## src/rtl/mem_access_ctrl.sv

```systemverilog
// mem_access_ctrl: sequences MAR/MDR strobes and memory handshakes for one
// 18-bit memory access at a time, arbitrating fetch and data requesters.
`default_nettype none

module mem_access_ctrl #(
    parameter int TIMEOUT = 8
) (
    input  logic clk,
    input  logic rst,
    input  logic f_req,
    output logic f_ack,
    input  logic d_req,
    input  logic d_we,
    output logic d_ack,
    output logic err,
    output logic busy,
    output logic sel_MAR,
    output logic ld_MAR,
    output logic wr_MDR_Mem,
    output logic wr_MDR_Bus,
    output logic re_MDR,
    output logic mem_rd,
    output logic mem_wr,
    input  logic mem_ready
);

    localparam int CW = $clog2(TIMEOUT + 1);
    localparam logic [CW-1:0] CNT_LAST = CW'(TIMEOUT - 1);
    localparam logic [CW-1:0] CNT_MAX  = {CW{1'b1}};

    typedef enum logic [3:0] {
        IDLE     = 4'd0,
        ADDR     = 4'd1,
        RD_WAIT  = 4'd2,
        RD_LATCH = 4'd3,
        RD_OUT   = 4'd4,
        WR_LOAD  = 4'd5,
        WR_MEM   = 4'd6,
        DONE     = 4'd7,
        ERR      = 4'd8
    } state_t;

    state_t        state_q, state_d;
    logic          gnt_q, gnt_d;
    logic          wr_q, wr_d;
    logic          last_q, last_d;
    logic [CW-1:0] cnt_q, cnt_d;
    logic          pick;

    always_comb begin
        state_d = state_q;
        gnt_d   = gnt_q;
        wr_d    = wr_q;
        last_d  = last_q;
        cnt_d   = cnt_q;
        pick    = 1'b0;
        case (state_q)
            IDLE: begin
                // On a tie, serve the port that was not granted last.
                if (f_req && d_req) pick = ~last_q;
                else                pick = d_req;
                if (f_req || d_req) begin
                    gnt_d   = pick;
                    wr_d    = pick & d_we;
                    last_d  = pick;
                    state_d = ADDR;
                end
            end
            ADDR: begin
                cnt_d   = '0;
                state_d = wr_q ? WR_LOAD : RD_WAIT;
            end
            RD_WAIT, WR_MEM: begin
                if (mem_ready) begin
                    state_d = (state_q == RD_WAIT) ? RD_LATCH : DONE;
                end else if (cnt_q == CNT_LAST) begin
                    state_d = ERR;
                end else if (cnt_q != CNT_MAX) begin
                    cnt_d = cnt_q + 1'b1;
                end
            end
            RD_LATCH: state_d = RD_OUT;
            RD_OUT:   state_d = DONE;
            WR_LOAD: begin
                cnt_d   = '0;
                state_d = WR_MEM;
            end
            DONE, ERR: state_d = IDLE;
            default:   state_d = IDLE;
        endcase
    end

    // Outputs are decoded from the next state so that they are registered
    // and valid for exactly the cycle spent in that state.
    logic f_ack_d, d_ack_d, err_d, busy_d, sel_d, ld_d;
    logic wmm_d, wmb_d, re_d, rd_d, wr_strb_d;

    always_comb begin
        busy_d    = (state_d != IDLE);
        sel_d     = busy_d & gnt_d;
        ld_d      = (state_d == ADDR);
        rd_d      = (state_d == RD_WAIT) || (state_d == RD_LATCH);
        wmm_d     = (state_d == RD_LATCH);
        re_d      = (state_d == RD_OUT);
        wmb_d     = (state_d == WR_LOAD);
        wr_strb_d = (state_d == WR_MEM);
        err_d     = (state_d == ERR);
        f_ack_d   = ((state_d == DONE) || (state_d == ERR)) && !gnt_d;
        d_ack_d   = ((state_d == DONE) || (state_d == ERR)) && gnt_d;
    end

    always_ff @(posedge clk or negedge rst) begin
        if (!rst) begin
            state_q    <= IDLE;
            gnt_q      <= 1'b0;
            wr_q       <= 1'b0;
            last_q     <= 1'b0;
            cnt_q      <= '0;
            f_ack      <= 1'b0;
            d_ack      <= 1'b0;
            err        <= 1'b0;
            busy       <= 1'b0;
            sel_MAR    <= 1'b0;
            ld_MAR     <= 1'b0;
            wr_MDR_Mem <= 1'b0;
            wr_MDR_Bus <= 1'b0;
            re_MDR     <= 1'b0;
            mem_rd     <= 1'b0;
            mem_wr     <= 1'b0;
        end else begin
            state_q    <= state_d;
            gnt_q      <= gnt_d;
            wr_q       <= wr_d;
            last_q     <= last_d;
            cnt_q      <= cnt_d;
            f_ack      <= f_ack_d;
            d_ack      <= d_ack_d;
            err        <= err_d;
            busy       <= busy_d;
            sel_MAR    <= sel_d;
            ld_MAR     <= ld_d;
            wr_MDR_Mem <= wmm_d;
            wr_MDR_Bus <= wmb_d;
            re_MDR     <= re_d;
            mem_rd     <= rd_d;
            mem_wr     <= wr_strb_d;
        end
    end

endmodule

`default_nettype wire

```

## config.mk

```make
export PLATFORM = sky130hd
export DESIGN_NAME = mem_access_ctrl
export DESIGN_NICKNAME = d
export VERILOG_FILES = /design/src/rtl/mem_access_ctrl.sv
export SDC_FILE = /design/constraint.sdc
export NUM_CORES = 1
export LEC_CHECK = 0
export ABC_AREA = 1
export BUFFER_PORTS_ARGS = -buffer_cell sky130_fd_sc_hd__buf_2
export CAP_MARGIN = 20
export CORE_ASPECT_RATIO = 1.1
export CORE_UTILIZATION = 53
export CTS_CLUSTER_SIZE = 8
export DETAILED_ROUTE_END_ITERATION = 10
export PLACE_DENSITY = 0.76
export REMOVE_ABC_BUFFERS = 1
export SLEW_MARGIN = 10
export SYNTH_ARGS = -nofsm -noshare
export SYNTH_HDL_FRONTEND = slang
export SYNTH_SLANG_ARGS = --single-unit
export TNS_END_PERCENT = 50
```

## constraint.sdc

```tcl
create_clock -name clk -period 1.55 [get_ports clk]
set_clock_uncertainty 0.1 [all_clocks]
set_input_delay 0.0775 -clock clk [delete_from_list [all_inputs] [get_ports clk]]
set_output_delay 0.0775 -clock clk [all_outputs]
set_load 0.05 [all_outputs]
```

Yosys cells after proc, flatten, opt, wreduce, memory -nomap -nowiden. Cells that the tools add are included.

Register bits: 22. Bits in latches: 0. RAM bits: 0. ROM bits: 0. Input bits: 6. Output and inout port bits: 11. Word-level logic and storage cells: 67. Memories kept: 0.

$add $sub $neg: 1. $mul: 0. Div/mod/pow operators: 0. Magnitude comparators: 0. Eq/ne operators: 19. Shift operators: 0. Mux-type cells: 14. Bitwise operators: 3. Reduce and logical (&&, ||, !) cells: 14.

Operator list (number): $eq A4 B3 Y1 const B (8); $mux W4 (6); $pmux W4 S6 (1); $eq A4 B2 Y1 const B (4); $eq A4 B1 Y1 const B (2); $pmux W4 S2 (1); $mux W3 (2); $ne A2 B2 Y1 const B (3); $add A4 B1 Y4 const B (1); $eq A4 B4 Y1 const B (1); $logic_not A4 Y1 (1); $mux W1 (4); $ne A4 B4 Y1 const B (1); $reduce_and A4 Y1 (1); $reduce_bool A4 Y1 (1); $reduce_or A2 Y1 (2); $logic_and A1 B1 Y1 (3); $logic_or A1 B1 Y1 (3); $and A1 B1 Y1 (2); $reduce_and A2 Y1 (1); $reduce_bool A2 Y1 (1); $logic_not A1 Y1 (1); $not A1 Y1 (1).

Longest topological paths before layout.
Depth after elaboration: 7. Gate-level depth with buffers: 10. Depth with buffers taken out: 10.

Least setup slack after synthesis. Ideal clock, no wire load.

Path type: reg2reg. Start point: register cnt_q[0]. End point: register cnt_q[2]. Setup time: 0.077 ns. Data arrival time: 1.235 ns. Data required time: 1.373 ns. Slack: 0.138 ns. Cell stages (with the launch flop): 9. Buffers on the path: 0. Clock period less this slack: 1.412 ns. Cell sequence: dfrtp_1 -> ha_1 -> nand2_1 -> inv_1 -> nor2_1 -> nor2_1 -> a21oi_2 -> nand2_1 -> a21oi_1.

Longest elaborated chain between the ends: 5. Elaborated cells on any way between the ends: 10. Classes of those cells: add/sub: 1; eq/ne: 4; mux: 4; reduce/logical: 1.

Ends and longest elaborated chain: from (decl) (line 47) `logic [CW-1:0] cnt_q, cnt_d;`; from (signal assigned) (line 135) `cnt_q <= cnt_d;`; $add A4 B1 Y4 (line 79) `cnt_d = cnt_q + 1'b1;`; $mux W4 (line 78) `end else if (cnt_q != CNT_MAX) begin`; $mux W4 (line 76) `end else if (cnt_q == CNT_LAST) begin`; $mux W4 (line 74) `if (mem_ready) begin`; $pmux W4 S2 (line 57) `case (state_q)`.

Parallel ways exist; a longest one is shown, timed or not. The select of a mux whose other input is x is not followed. A chain may end at the register's enable or synchronous reset.

Worst setup path after layout.
Start point: register cnt_q[1]. End point: register sel_MAR.

Longest elaborated chain between the ends: 6.

Ends and longest elaborated chain: $eq A4 B3 Y1 (line 76); $mux W4 (line 76); $mux W4 (line 74); $pmux W4 S6 (line 57); $reduce_bool A4 Y1 (line 99) `busy_d = (state_d != IDLE);`; $and A1 B1 Y1 (line 100) `sel_d = busy_d & gnt_d;`; named net sel_d (line 95) `logic f_ack_d, d_ack_d, err_d, busy_d, sel_d, ld_d;`; to (signal assigned) (line 140) `sel_MAR <= sel_d;`; to (decl) (line 17) `output logic sel_MAR,`.

The timed path passes the listed nets, and every way through them passes these cells.

==> flow_summary.toml <==
[layout]
fin_nets = 151
diodes = 0
seqCellArea_um2 = 550.5
fill_cells = 107
synthToLayoutAreaGrowth_pct = 32.10
drive_above_1_share = 0.3706
multi_input_area_um2 = 425.4

[place]
port_buffers = 16
hpwl_um = 1321
globalplace.congestion = 0.7976

[yosys]
ys_warn_count = 0
ys_seq_elements = 22
synth_fa_ha_area_frac = 0.01274
ys.flop_type = "dfrtp_1"
synthTopCellsByCount = "24 x nand2_1, 22 x dfrtp_1, 19 x inv_1"
synth_edf_count = 0
synthMuxAreaShare = 0
synth.area.top_cells = "dfrtp_1 56%, nand2_1 9.2%, inv_1 7.3%, nand3_1 4.6%, nor2_1 4.6%"
syn_inst = 113
synth_top_family_by_area = "simple AND/OR/NAND/NOR gates"
synth_compound_area_frac = 0.07006
synth.most_common_cell = "nand2_1"
yosysUniqueCellTypes = 16
yosys.area_share.simple = 0.2637
async_flop_share = 1.000
synth_area_um2 = 982.2
synth_top_area_frac = 0.5605
synth_largest_area_cell = "dfrtp_1"
avgSynthCellArea_um2 = 8.692
ys_seq_area_frac = 0.5605
synthXorXnorAreaFrac = 0.008917

[floorplanning]
core_um2 = 1652
start_util = 0.5947
die_width_um = 43.05
dieArea_um2 = 2030
ioPinCount = 17
die_y_um = 47.15
fp-row-count = 15

[critical_path]
slowest_stage = "dfrtp_1"
crit_buf_inv = 1
end_kind = "register"
start_kind = "register"
path_delay_family = "simple AND/OR/NAND/NOR gates"
worstPathArrival_ns = 1.62
crit_chain = "ha_2 > nand2_4 > inv_2 > nand2_1 > nand2_1 > nand2_1 > nand2_2 > nand3_4 > nor2_4 > nor2_1"
worstPathMaxFanout = 3
worstPathRequired_ns = 1.66
crit_path_frequent_cell = "nand2_1"
cp_slowest_stage_delay_ns = 0.40
path_class = "register to register"

[pwr]
p_per_area_nw_per_um2 = 2219
power_leakage_nw = 0.7259
irDropWorstVdd_mv = 1.397

[clocking]
clockBufferDepth = 2
htreeDepth = 1
root_buffer = "clkbuf_4"
cts_sinks = 22
clk_latency_ns = 0.31
clk_pin_slew_worst_paths_ns = 0.13
cts_tree = "yes"
cts_made_buffers = 3

[flow_run]
drv_cap = 0

[global_routing]
grt_max_degree = 23
grt_pass1_wl_um = 3001
grt_use_total = 0.2037
grt_pass1_vias = 716
grt-ovfl-total = 0
antenna_found_initial = 0

[detailed_routing]
detail-route-antenna-nets = 0
first_pass_iters = 4
wl_per_cell_um = 13.29
wl_um = 2127
drc = 0
vias = 848
drt_iter0_drc = 30
via_per_inst = 5.300

[sta]
maxSlewViolCount = 0
slew_headroom = 0.6919
fin_tns_setup_ns = 0
fmax_ghz = 0.6653
setup_violations = 0
worst_pin_slew_ns = 0.4621
hold_viol_final = 0
whs_ns = 0.03615
min_period_over_period = 0.9697
min_period_ns = 1.503

[min_path]
hp-class = "input pin to register"

[status]
outcome = "finished, final reports clean"
[sequential cells by signal, summed over array words and instances (netlist names)]
signal,flops
cnt_q,4
state_q,4
busy,1
d_ack,1
err,1
f_ack,1
gnt_q,1
last_q,1
ld_MAR,1
mem_rd,1
mem_wr,1
re_MDR,1
sel_MAR,1
wr_MDR_Bus,1
wr_MDR_Mem,1
wr_q,1
[cells by family (layout without fill, tap and decap cells)]
kind of cell / Yosys count / in the layout
AOI/OAI and AO/OA: 13 / 13
xor gates and xnor gates: 1 / 1
adders and majority gates: 1 / 1
DFF: 22 / 22
and+or+nand+nor: 54 / 54
buffers and inverters: 22 / 52
[layout by cell type, fill, tap and decap left out, drive strengths merged]
master       synthesis  layout
buf                  0      22
dlygate4sd3          0       4
nor3                 1       1
nor2                16      16
clkbuf               0       3
dfrtp               22      22
ha                   1       1
xor2                 1       1
o21ai                4       4
a21oi                9       9
inv                 22      22
bufinv               0       1
nand2               26      26
nand3               11      11
[per-stage QoR]
stage | utilization | area (µm²) | instances | setup WS [ns] | power (mW)
finish | 0.7856 | 1297 | 160 | 0.04693 | 2.879
global route | 0.7856 | 1297 | 160 | -0.04181 | 3.064
CTS | 0.7227 | 1194 | 156 | 0.007982 | 2.615
detailed placement | 0.6652 | 1099 | 148 | 0.02827 | 2.162
global placement | 0.6652 | 1099 | 148 | 0.07404 | 2.126
floorplan | - | 982.2 | 113 | 0.1379 | 1.858
[worst register-to-register path, stage by stage, from the launching register on]
cell and delay, ns:
dfrtp_1 0.40, ha_2 0.22, nand2_4 0.07, inv_2 0.09, nand2_1 0.05, nand2_1 0.05, nand2_1 0.06, nand2_2 0.10
nand3_4 0.09, nor2_4 0.12, nor2_1 0.04
[where the power goes]
group	switching [mW]	internal, mW
Combinational	1.02	0.490
Sequential	0.151	0.778
Clock	0.177	0.261
Total	1.35	1.53
[path summary, 6_finish.rpt]
| kind | start | cells after the start | slack, ns | end |
|---|---|---|---|---|
| max in group asynchronous | rst | 2 | 0.89 | gnt_q$_DFF_PN0_ |
| max reg2reg | cnt_q[1]$_DFFE_PN0P_ | 10 | 0.05 | sel_MAR$_DFF_PN0_ |
| max | cnt_q[1]$_DFFE_PN0P_ | 10 | 0.05 | sel_MAR$_DFF_PN0_ |
| min in group asynchronous | rst | 2 | 0.14 | cnt_q[2]$_DFFE_PN0P_ |
| min | d_req | 5 | 0.04 | ld_MAR$_DFF_PN0_ |
| min reg2reg | last_q$_DFFE_PN0P_ | 2 | 0.41 | last_q$_DFFE_PN0P_ |
[metal layers]
layer | share of wire | wire [µm] | GRT usage | vias up
li1 | - | - | - | 408
met1 | 0.45 | 948 | 0.2506 | 407
met2 | 0.51 | 1080 | 0.3636 | 31
met3 | 0.039 | 83 | 0.03462 | 2
met4 | 0.0071 | 15 | 0.08485 | 0
met5 | 0 | 0 | 0 | -
[cell type report]
| class | count | area share |
|---|---|---|
| sequential | 22 | 0.4243 |
| tap | 17 | 0.01639 |
| clock buffer | 3 | 0.01736 |
| clock inverter | 1 | 0.02314 |
| inverter | 22 | 0.06365 |
| multi-input combinational | 69 | 0.3279 |
| timing repair buffer | 26 | 0.1273 |
[repair_timing]
action | CTS | global route
hold buffers | 4 | 0
pin swaps | 0 | 6
setup buffers | 0 | 4
gates resized for setup | 1 | 21
hold endpoints to repair | 25 | 0
setup endpoints to repair | 2 | 11
Note: power is estimated with default switching activity, not from simulation.
